File: src/rtl/rptr_empty_level_pkg.sv
// ---------------------------------------------------------------------------
// rptr_empty_level_pkg
//
// Purpose : Pointer helpers shared by both sides of an asynchronous FIFO.
//           The read side (rptr_empty_level) and the write side use the same
//           Gray/binary conversions, so they live here in one place.
//
// Contents:
//   PTR_FN_W  - width of the helper function arguments (upper bits zero)
//   bin2gray  - binary to reflected Gray code
//   gray2bin  - reflected Gray code to binary (XOR prefix from the MSB)
//
// Callers zero-extend their pointer to PTR_FN_W bits, call the helper and
// size-cast the result back to their pointer width.  Conversions of
// zero-extended values are exact, because leading zeros map to zeros in
// both directions.
// ---------------------------------------------------------------------------
package rptr_empty_level_pkg;

    localparam int PTR_FN_W = 32;

    // Binary to Gray: each Gray bit is the XOR of adjacent binary bits.
    function automatic logic [PTR_FN_W-1:0] bin2gray(input logic [PTR_FN_W-1:0] b);
        return b ^ (b >> 1);
    endfunction

    // Gray to binary: each binary bit is the XOR of all Gray bits at and
    // above it, computed as a running prefix starting at the MSB.
    function automatic logic [PTR_FN_W-1:0] gray2bin(input logic [PTR_FN_W-1:0] g);
        logic [PTR_FN_W-1:0] b;
        b[PTR_FN_W-1] = g[PTR_FN_W-1];
        for (int i = PTR_FN_W - 2; i >= 0; i--) begin
            b[i] = b[i+1] ^ g[i];
        end
        return b;
    endfunction

endpackage

File: src/rtl/rptr_empty_level_gray2bin.sv
// ---------------------------------------------------------------------------
// gray2bin
//
// Purpose : Purely combinational Gray-to-binary converter of any width.
//           Binary bit i is the XOR of Gray bits WIDTH-1 down to i, built as
//           a ripple prefix from the MSB.
//
// Parameters:
//   WIDTH   - code width in bits (>= 1)
//
// Ports:
//   i_gray  - Gray-coded input
//   o_bin   - binary equivalent of i_gray
// ---------------------------------------------------------------------------
module gray2bin
    import rptr_empty_level_pkg::*;
#(
    parameter int WIDTH = 5
) (
    input  logic [WIDTH-1:0] i_gray,
    output logic [WIDTH-1:0] o_bin
);

    // The MSB passes straight through; every lower bit folds in the
    // already-converted bit above it.
    assign o_bin[WIDTH-1] = i_gray[WIDTH-1];

    for (genvar g_i = WIDTH - 2; g_i >= 0; g_i--) begin : g_prefix
        assign o_bin[g_i] = o_bin[g_i+1] ^ i_gray[g_i];
    end

endmodule

File: src/rtl/rptr_empty_level.sv
// ---------------------------------------------------------------------------
// rptr_empty_level
//
// Purpose : Read-side pointer and status logic of an asynchronous FIFO.
//           It keeps the binary and Gray read pointers, drives the memory
//           read address and derives empty, fill level, almost-empty and
//           underflow from the write pointer that has already been
//           synchronised into rclk.
//
// Parameters:
//   ADDRSIZE     - memory address width; FIFO depth is 2**ADDRSIZE
//   AEMPTY_LEVEL - almost-empty threshold in entries (0 .. 2**ADDRSIZE)
//
// Ports:
//   rclk       in   read-domain clock (only clock)
//   rrst       in   synchronous active-high reset
//   rinc       in   pop request from the consumer
//   rq2_wptr   in   Gray write pointer, 2-flop synchronised into rclk
//   rempty     out  FIFO empty (registered)
//   raddr      out  binary memory read address
//   rptr       out  registered Gray read pointer for the write domain
//   rlevel     out  registered fill count, 0 .. 2**ADDRSIZE
//   raempty    out  registered almost-empty flag (rlevel <= AEMPTY_LEVEL)
//   runderflow out  registered one-cycle pulse for a pop while empty
//
// Handshake: rinc acts as a "valid" from the consumer and ~rempty as the
// "ready" of this block.  A pop is accepted on an rclk edge exactly when
// rinc = 1 and the registered rempty = 0 at that edge; raddr then advances
// on that same edge.  rinc = 1 with rempty = 1 is refused, leaves the
// pointers untouched and produces a runderflow pulse one cycle later.
// ---------------------------------------------------------------------------
module rptr_empty_level
    import rptr_empty_level_pkg::*;
#(
    parameter int ADDRSIZE     = 4,
    parameter int AEMPTY_LEVEL = 1
) (
    input  logic                rclk,
    input  logic                rrst,
    input  logic                rinc,
    input  logic [ADDRSIZE:0]   rq2_wptr,
    output logic                rempty,
    output logic [ADDRSIZE-1:0] raddr,
    output logic [ADDRSIZE:0]   rptr,
    output logic [ADDRSIZE:0]   rlevel,
    output logic                raempty,
    output logic                runderflow
);

    // Pointers carry one extra wrap bit so full and empty are distinct.
    localparam int              PTR_W  = ADDRSIZE + 1;
    localparam logic [PTR_W-1:0] AE_LVL = PTR_W'(AEMPTY_LEVEL);

    // ------------------------------------------------------------------
    // State
    // ------------------------------------------------------------------
    logic [PTR_W-1:0] r_bin;
    logic [PTR_W-1:0] r_gray;
    logic [PTR_W-1:0] r_level;
    logic             r_empty;
    logic             r_aempty;
    logic             r_underflow;

    // ------------------------------------------------------------------
    // Next-state terms
    // ------------------------------------------------------------------
    logic             w_pop;
    logic [PTR_W-1:0] w_bin_next;
    logic [PTR_W-1:0] w_gray_next;
    logic [PTR_W-1:0] w_wbin;
    logic [PTR_W-1:0] w_level_next;
    logic             w_empty_next;
    logic             w_aempty_next;
    logic             w_underflow_next;

    // A pop is only honoured against the registered empty flag, so a write
    // pointer arriving in the same cycle cannot make an empty pop legal.
    assign w_pop       = rinc & ~r_empty;
    assign w_bin_next  = r_bin + PTR_W'(w_pop);
    assign w_gray_next = PTR_W'(bin2gray(PTR_FN_W'(w_bin_next)));

    gray2bin #(
        .WIDTH (PTR_W)
    ) u_wptr_gray2bin (
        .i_gray (rq2_wptr),
        .o_bin  (w_wbin)
    );

    // Modulo subtraction over the wrap-extended pointers gives the fill
    // count directly, including across the 2**PTR_W wrap.
    assign w_level_next     = w_wbin - w_bin_next;

    // Comparing Gray codes is equivalent to comparing binaries, so empty
    // coincides with a zero level in every cycle.
    assign w_empty_next     = (w_gray_next == rq2_wptr);
    assign w_aempty_next    = (w_level_next <= AE_LVL);
    assign w_underflow_next = rinc & r_empty;

    // ------------------------------------------------------------------
    // Registers
    // ------------------------------------------------------------------
    always_ff @(posedge rclk) begin
        if (rrst) begin
            r_bin       <= '0;
            r_gray      <= '0;
            r_level     <= '0;
            r_empty     <= 1'b1;
            r_aempty    <= 1'b1;
            r_underflow <= 1'b0;
        end else begin
            r_bin       <= w_bin_next;
            r_gray      <= w_gray_next;
            r_level     <= w_level_next;
            r_empty     <= w_empty_next;
            r_aempty    <= w_aempty_next;
            r_underflow <= w_underflow_next;
        end
    end

    // ------------------------------------------------------------------
    // Outputs
    // ------------------------------------------------------------------
    assign raddr      = r_bin[ADDRSIZE-1:0];
    assign rptr       = r_gray;
    assign rlevel     = r_level;
    assign rempty     = r_empty;
    assign raempty    = r_aempty;
    assign runderflow = r_underflow;

endmodule

File: config.mk
export PLATFORM = sky130hd
export DESIGN_NAME = rptr_empty_level
export DESIGN_NICKNAME = d
export VERILOG_FILES = /design/src/rtl/rptr_empty_level_pkg.sv /design/src/rtl/rptr_empty_level_gray2bin.sv /design/src/rtl/rptr_empty_level.sv
export SDC_FILE = /design/constraint.sdc
export NUM_CORES = 1
export LEC_CHECK = 0
export ABC_AREA = 1
export CAP_MARGIN = 20
export CELL_PAD_IN_SITES_DETAIL_PLACEMENT = 0
export CELL_PAD_IN_SITES_GLOBAL_PLACEMENT = 1
export CORE_UTILIZATION = 33
export CTS_CLUSTER_SIZE = 10
export DETAILED_ROUTE_END_ITERATION = 6
export PLACE_DENSITY_LB_ADDON = 0.1
export SYNTH_ARGS = -nofsm -noshare
export SYNTH_HDL_FRONTEND = slang
export SYNTH_SLANG_ARGS = --single-unit
File: constraint.sdc
create_clock -name rclk -period 2.6 [get_ports rclk]
set_clock_uncertainty 0.1 [all_clocks]
set_input_delay 0.39 -clock rclk [delete_from_list [all_inputs] [get_ports rclk]]
set_output_delay 0.39 -clock rclk [all_outputs]
set_load 0.03 [all_outputs]
==> After elaboration in Yosys (flattened, before gate mapping) <==
Cells that the tools add are included.
{ "totals": {"register_bits": 18, "in_bits": 8, "out_inout_bits": 17, "wordCells": 18} }
{ "op_classes": {"n_addsub": 2, "magnitude_cmp": 1, "n_eq_ne": 1, "bitwise": 8} }
{ "op_table": {"columns": ["op", "n"], "rows": [
  ["$add A5 B1 Y5", 1],
  ["$eq A5 B5 Y1", 1],
  ["$le A5 B1 Y1 const B", 1],
  ["$sub A5 B5 Y5", 1],
  ["$xor A5 B4 Y5", 1],
  ["$xor A1 B1 Y1", 4],
  ["$and A1 B1 Y1", 2],
  ["$not A1 Y1", 1]
]} }

==> Longest topological paths before layout <==
Gate-level depths: netlist of run 1.
{ "depth": {"depth_word": 6, "depth_mapped": 14} }

==> Cells and area by module <==
A second synthesis of run 1 with hierarchy kept.
{ "unflattened": {"cells_unflattened": 174, "hier_area_um2": 1087.3} }
{ "by_module_without_submodules": {"columns": ["mod", "n_inst", "cells_each", "area_per_inst_um2"], "rows": [
  ["rptr_empty_level", 1, 150, 959.7],
  ["gray2bin", 1, 24, 127.6]
]} }

==> Least setup slack after synthesis of run 1 <==
OpenSTA, ideal clock, no wires.
{ "synth_timing": {"path_type": "input -> register", "from": "in rq2_wptr[4]", "to": "reg r_aempty, in the netlist raempty", "setup_time_ps": 114, "arrival_time_ps": 2186, "required_time_ps": 2386, "setup_slack_ps": 200, "stages": 14, "n_path_buf": 0, "path_cell_list": "inv_1 nand2_1 nand3_1 nand2_1 xor2_2 xor2_1 ha_1 fa_1 nor2_1 nand3_2 nand3_1 nand2_1 nor2_1 nor2_1"} }
{ "synth_between": {"elab_chain_len": 6} }
{ "synth_lines": {"columns": ["element", "line", "rtl"], "rows": [
  ["start: declaration", "rptr_empty_level.sv:41", "input logic [ADDRSIZE:0] rq2_wptr,"],
  ["$xor A1 B1 Y1 (4 in a row)", "rptr_empty_level_gray2bin.sv:29", "assign o_bin[g_i] = o_bin[g_i+1] ^ i_gray[g_i];"],
  ["$sub A5 B5 Y5 (*)", "rptr_empty_level.sv:91", "assign w_level_next = w_wbin - w_bin_next;"],
  ["$le A5 B1 Y1 (*)", "rptr_empty_level.sv:96", "assign w_aempty_next = (w_level_next <= AE_LVL);"],
  ["end signal: assignment", "rptr_empty_level.sv:115", "r_aempty <= w_aempty_next;"],
  ["end: declaration", "rptr_empty_level.sv:61", "logic r_aempty;"]
]} }
Mark *: on every way between the ends. The rest lies on a longest branch, timed or not.
A chain may end at the register's enable or synchronous reset.

==> Worst setup path in the final report of run 1 <==
{ "layout_timing": {"from": "in rq2_wptr[2]", "to": "reg r_aempty, in the netlist raempty"} }
{ "layout_between": {"elab_chain_len": 5} }
{ "layout_lines": {"columns": ["element", "line"], "rows": [
  ["$xor A1 B1 Y1 (*)", "rptr_empty_level_gray2bin.sv:29"],
  ["$xor A1 B1 Y1 (2 in a row)", "rptr_empty_level_gray2bin.sv:29"],
  ["$sub A5 B5 Y5 (*)", "rptr_empty_level.sv:91"],
  ["$le A5 B1 Y1 (*)", "rptr_empty_level.sv:96"]
]} }
Marked as above.

==> results of run 1 <==
==> registers in the layout, summed over array words and instances (netlist names) <==
signal,flops
rlevel,5
raempty,1
rptr,4
rempty,1
runderflow,1
r_bin,5
==> critical path, delay by kind of cell <==
kind / cells / cell delay, ns
and+or+nand+nor: 8 / 0.68
adders and majority gates: 2 / 0.61
buffers and inverters: 2 / 0.56
xor gates and xnor gates: 2 / 0.31
==> per-stage QoR <==
stage / utilization [%] / cells
after floorplan: - / 120
after global placement: 50.55 / 186
after detailed placement: 50.55 / 186
after CTS: 51.93 / 190
after global routing: 52.43 / 191
final: 52.43 / 191
==> power breakdown <==
group	internal [mW]	leakage [nW]	switching (mW)	total [mW]
clock	0.0571	0.0177	0.0796	0.137
combinational	0.101	0.504	0.120	0.221
sequential	0.282	0.140	0.00595	0.288
total	0.441	0.662	0.205	0.646
==> routing by layer <==
metal | up-vias | wire length, um
met5 | - | 0
met4 | 0 | 53
met3 | 6 | 58
met2 | 22 | 794
met1 | 380 | 960
li1 | 459 | -
==> cell families (layout without fill, tap and decap cells) <==
family | after synthesis | count (layout) | synth area share [%]
compound gates | 7 | 7 | 4.156
buf+inv | 14 | 55 | 5.817
fa+ha+maj | 7 | 7 | 10.53
flops | 17 | 17 | 37.67
xor+xnor | 8 | 8 | 9.419
simple gates | 67 | 67 | 32.41
==> timing repair <==
action                                  4_1_cts  5_1_grt
pin swaps                                     2        1
hold endpoints to repair                      0        0
resized for setup                             3        2
endpoints found under the setup margin        2        2
setup buffers                                 0        1
==> cells in the mapped netlist <==
cell type / number
inv_1: 13
fa_1: 1
ha_1: 6
nor2_1: 20
xnor2_1: 2
nand4_1: 1
xor2_2: 1
nand3_1: 10
a21oi_1: 6
dfxtp_1: 17
clkbuf_1: 1
nand3b_1: 2
o21bai_1: 1
nand3_2: 3
xnor2_2: 1
nand2_1: 31
xor2_1: 4
==> layout by cell type, fill, tap and decap left out <==
master            n
fa_2              1
nand3_1          10
ha_1              5
clkbuf_4          3
nor2_1           20
nand2_1          30
a21oi_1           6
nand3_2           3
xnor2_2           1
buf_4            14
nand3b_1          2
ha_2              1
inv_1            13
dlymetal6s2s_1    2
nand4_1           1
xnor2_1           2
clkdlybuf4s50_1  22
xor2_2            1
dfxtp_1          17
nand2_2           1
xor2_1            4
clkinv_2          1
o21bai_1          1
==> path summary, 6_finish.rpt <==
path | from | to | cells past startpoint
worst max-delay path | rq2_wptr[2] | raempty | 14
worst max register to register | rempty | raempty | 12
worst min register to register | rempty | runderflow | 2
worst min-delay path | rempty | runderflow | 2
==> final cells by class <==
| class | count | area, um^2 | share of cell area [%] |
|---|---|---|---|
| clock buffers | 3 | 22.52 | 1.703 |
| clock inverters | 1 | 5.005 | 0.3784 |
| inverters | 13 | 48.80 | 3.690 |
| multi-input cells | 89 | 518.0 | 39.17 |
| flip-flops and latches | 17 | 340.3 | 25.73 |
| well taps | 30 | 37.54 | 2.838 |
| repair buffers | 38 | 350.3 | 26.49 |
==> results.json, run 1 <==
{
  "core_area_mm2": 0.002522,
  "power_leakage_nw": 0.6618,
  "hold_viol_final": 0,
  "grt_pass1_vias": 710,
  "avgSynthCellArea_um2": 7.528,
  "synth_area_leaders": "dfxtp_1, nand2_1, ha_1",
  "drt_wl_total_mm": 1.866,
  "dp_hpwl_mm": 1.587,
  "gp_congestion": 0.7684,
  "p_per_area_mw_per_mm2": 488.4,
  "groute.usage.overall_pct": 14.79,
  "min_period_ns": 2.447,
  "use_met3_pct": 2.500,
  "tritoncts": "done",
  "insertion_delay_ns": 0.29,
  "rrSetupSlack_ns": 0.45,
  "grt.overflow.total": 0,
  "avgViaCountPerCell": 4.539,
  "synth_area_um2": 903.4,
  "drc": 0,
  "met2_usage_pct": 20.73,
  "routedWlPerCell_um": 9.770,
  "grtUsageMet1_pct": 20.77,
  "outcome": "finished, final reports clean",
  "path_cells": "clkdlybuf4s50_1 -> inv_1 -> nand3_1 -> nand2_2 -> xor2_2 -> xor2_1 -> ha_2 -> fa_2 -> nor2_1 -> nand3_2 -> nand3_1 -> nand2_1 -> nor2_1 -> nor2_1",
  "die_height_um": 54.32,
  "row_count": 18,
  "portBuffers": 24,
  "grt_max_degree": 14,
  "drt-pass1-iter-count": 5,
  "final_antenna_net_count": 0,
  "dieWidth_um": 54.32,
  "holdWs_ns": 0.3641,
  "start_kind": "input pin",
  "clk_pin_slew_ns": 0.10,
  "ir_drop_uv": 306.2,
  "h-tree-depth": 1,
  "grt_first_pass_wirelength_mm": 3.042,
  "setup_viol": 0,
  "numClockSinks": 17,
  "io_pins": 25,
  "synth_seq_area_share_pct": 37.67,
  "rsz0062_at_grt": "false",
  "initial_core_util_pct": 35.81,
  "slew_headroom_pct": 79.12,
  "drtIter0Drc": 10,
  "place_area_mm2": 0.001275,
  "antenna_found_initial": 0,
  "area_growth_pct": 46.40,
  "critPathMostFrequentCell": "nor2_1",
  "numCtsBuffers": 3,
  "cap_violations": 0,
  "clock.fmax_ghz": 0.4087,
  "critical_path_class": "in -> reg",
  "tightest_slew_ns": 0.3122,
  "setup.worst_path.end_class": "flip-flop",
  "worstPathRequired_ns": 2.69,
  "synth_cell_type_count": 17,
  "slew_violations": 0,
  "slowest_delay_ns": 0.50,
  "cts_root_buffer": "clkbuf_4",
  "hold_path.class": "reg -> reg",
  "stdcell_area_mm2": 0.001323,
  "postSynthNetCount": 135,
  "slowest_stage": "clkdlybuf4s50_1",
  "yosysWarnings": 0,
  "place_ws_ns": -0.4220,
  "yosys.area.top_type": "dfxtp_1",
  "clk_path_buf_depth": 2,
  "vias": 867,
  "netlist.area_leader.share_pct": 37.67,
  "finalPower_mw": 0.6459,
  "syn-instance-count": 120,
  "fin_tns_setup_ns": 0,
  "fin_crit_sh_pct": 94.11,
  "worst_slack_ns": 0.1531,
  "busiest_layer": "met1",
  "dieArea_mm2": 0.002951,
  "hold_buffers": 0,
  "nets": 177,
  "fillers": 263,
  "cp.arrival_ns": 2.54,
  "drive_above_1_share_pct": 16.15,
  "ys_ff_latch": 17,
  "critPathMaxFanout": 3,
  "diodes": 0
}
(Power assumes the default switching activity.)
==> run 2: changes to the inputs <==
SLEW_MARGIN = 20   (was not set)
==> results of run 2 <==
The final DEF is identical to that of run 1; final timing and power are the same.
==> run 3: changes to the inputs <==
PLACE_DENSITY_LB_ADDON = 0.08   (was 0.1)
==> run 3 against run 2 <==
Compared with the run above:
- worst hold slack about the same
- register-to-register slack lost 0.03 ns
- critical path type unchanged
- routed wire length up 8.4%
- non-clock buffer count up 1
- critical path depth stayed put
- global-route usage increased by 0.73 points
- largest cell class unchanged
==> results.json, run 3 (synthesized netlist as in run 1, its figures left out) <==
{
  "min_period_ns": 2.415,
  "clk_path_buf_depth": 2,
  "grtUsageMet1_pct": 20.70,
  "numCtsBuffers": 3,
  "dp_hpwl_mm": 1.601,
  "worstPathRequired_ns": 2.70,
  "met2_usage_pct": 23.37,
  "hold_viol_final": 0,
  "groute.usage.overall_pct": 15.52,
  "slew_violations": 0,
  "gp_congestion": 0.7503,
  "setup_viol": 0,
  "insertion_delay_ns": 0.29,
  "cts_root_buffer": "clkbuf_4",
  "p_per_area_mw_per_mm2": 492.2,
  "hold_start": "rempty",
  "grt_max_degree": 14,
  "grt.overflow.total": 0,
  "area_growth_pct": 48.34,
  "grt_first_pass_wirelength_mm": 3.236,
  "worstReg2RegStart": "rempty",
  "tightest_slew_ns": 0.3099,
  "fillers": 244,
  "routedWlPerCell_um": 10.53,
  "drc": 0,
  "dieWidth_um": 54.32,
  "hold_path.class": "reg -> reg",
  "critical_path_class": "in -> reg",
  "vias": 884,
  "clock.fmax_ghz": 0.4140,
  "setup.worst_path.end_class": "flip-flop",
  "fin_crit_sh_pct": 92.90,
  "ir_drop_uv": 387.0,
  "diodes": 0,
  "fin_tns_setup_ns": 0,
  "tritoncts": "done",
  "drive_above_1_share_pct": 18.52,
  "antenna_found_initial": 0,
  "drt_wl_total_mm": 2.022,
  "final_antenna_net_count": 0,
  "dieArea_mm2": 0.002951,
  "drtIter0Drc": 14,
  "use_met3_pct": 2.500,
  "layout_common_cells": "nand2_1, clkdlybuf4s50_1, nor2_1, dfxtp_1, buf_4",
  "critPathLaunch": "rq2_wptr[2]",
  "dpl.cell_count": 186,
  "critPathMaxFanout": 3,
  "busiest_layer": "met2",
  "stdcell_count": 192,
  "initial_core_util_pct": 35.81,
  "slew_headroom_pct": 79.28,
  "start_kind": "input pin",
  "power_leakage_nw": 0.6642,
  "avgViaCountPerCell": 4.604,
  "core_area_mm2": 0.002522,
  "nets": 178,
  "h-tree-depth": 1,
  "clk_pin_slew_ns": 0.09,
  "drt-pass1-iter-count": 5,
  "post-route-util_pct": 53.13,
  "final_common_cell": "nand2_1",
  "cap_violations": 0,
  "grt_pass1_vias": 742,
  "numClockSinks": 17,
  "outcome": "finished, final reports clean",
  "io_pins": 25,
  "cp.arrival_ns": 2.51,
  "die_height_um": 54.32,
  "rsz0062_at_grt": "false",
  "row_count": 18,
  "portBuffers": 24
}
-- run 3: cell types whose count changed in the layout (fill, tap and decap cells not counted), sizes merged --
| cell | before | now |
|---|---|---|
| buf | 14 | 15 |
| clkbuf | 3 | 4 |
| clkinv | 1 | 0 |
-- run 3: per-layer routing --
metal | part of all wire (%) | wire length [um]
met1 | 50 | 1002
met3 | 4.0 | 81
met4 | 2.4 | 48
met2 | 44 | 891
met5 | 0 | 0
-- run 3: worst paths after layout --
path / slack, ns / to / cells after the start
hold / removal: 0.36 / runderflow / 2
setup reg to reg: 0.42 / raempty / 12
hold reg to reg: 0.36 / runderflow / 2
setup / recovery: 0.18 / raempty / 14
-- run 3: stage by stage --
step           cell area (um^2)  hold slack (ns)  worst slack [ns]  power, mW
2_1_floorplan             903.4           0.3591            0.1999     0.4248
3_3_place_gp               1275           0.3450           -0.3646     0.5120
3_5_place_dp               1275           0.3500           -0.4429     0.5130
4_1_cts                    1316           0.3656           0.01201     0.6568
5_1_grt                    1340           0.3989           0.03075     0.7022
6_report                   1340           0.3641            0.1845     0.6595
-- run 3: power breakdown --
group	switching [mW]	internal (mW)
sequential	0.00588	0.282
combinational	0.126	0.107
clock	0.0785	0.0597
total	0.210	0.449
-- run 3: cell type report --
cell class                      count  area, um^2  share of cell area, %
Inverter                           13       48.80                  3.641
Multi-Input combinational cell     89       529.3                  39.50
Clock buffer                        4       26.28                  1.961
Sequential cell                    17       340.3                  25.40
Timing Repair Buffer               39       357.8                  26.70
Tap cell                           30       37.54                  2.801
-- run 3: worst max-delay path, cell delays in order --
cell and delay (ns):
clkdlybuf4s50_1 0.50, inv_1 0.07, nand3_1 0.11, nand2_2 0.09
xor2_2 0.16, xor2_1 0.15, ha_2 0.20, fa_2 0.38
nor2_2 0.10, nand3_2 0.09, nand3_1 0.08, nand2_1 0.06
nor2_2 0.09, nor2_1 0.04
-- run 3: repair_timing --
item	CTS	global route
hold buffers	0	0
endpoints found under the setup margin	2	2
setup buffers	1	1
pin swaps	1	3
gates resized for setup	3	6
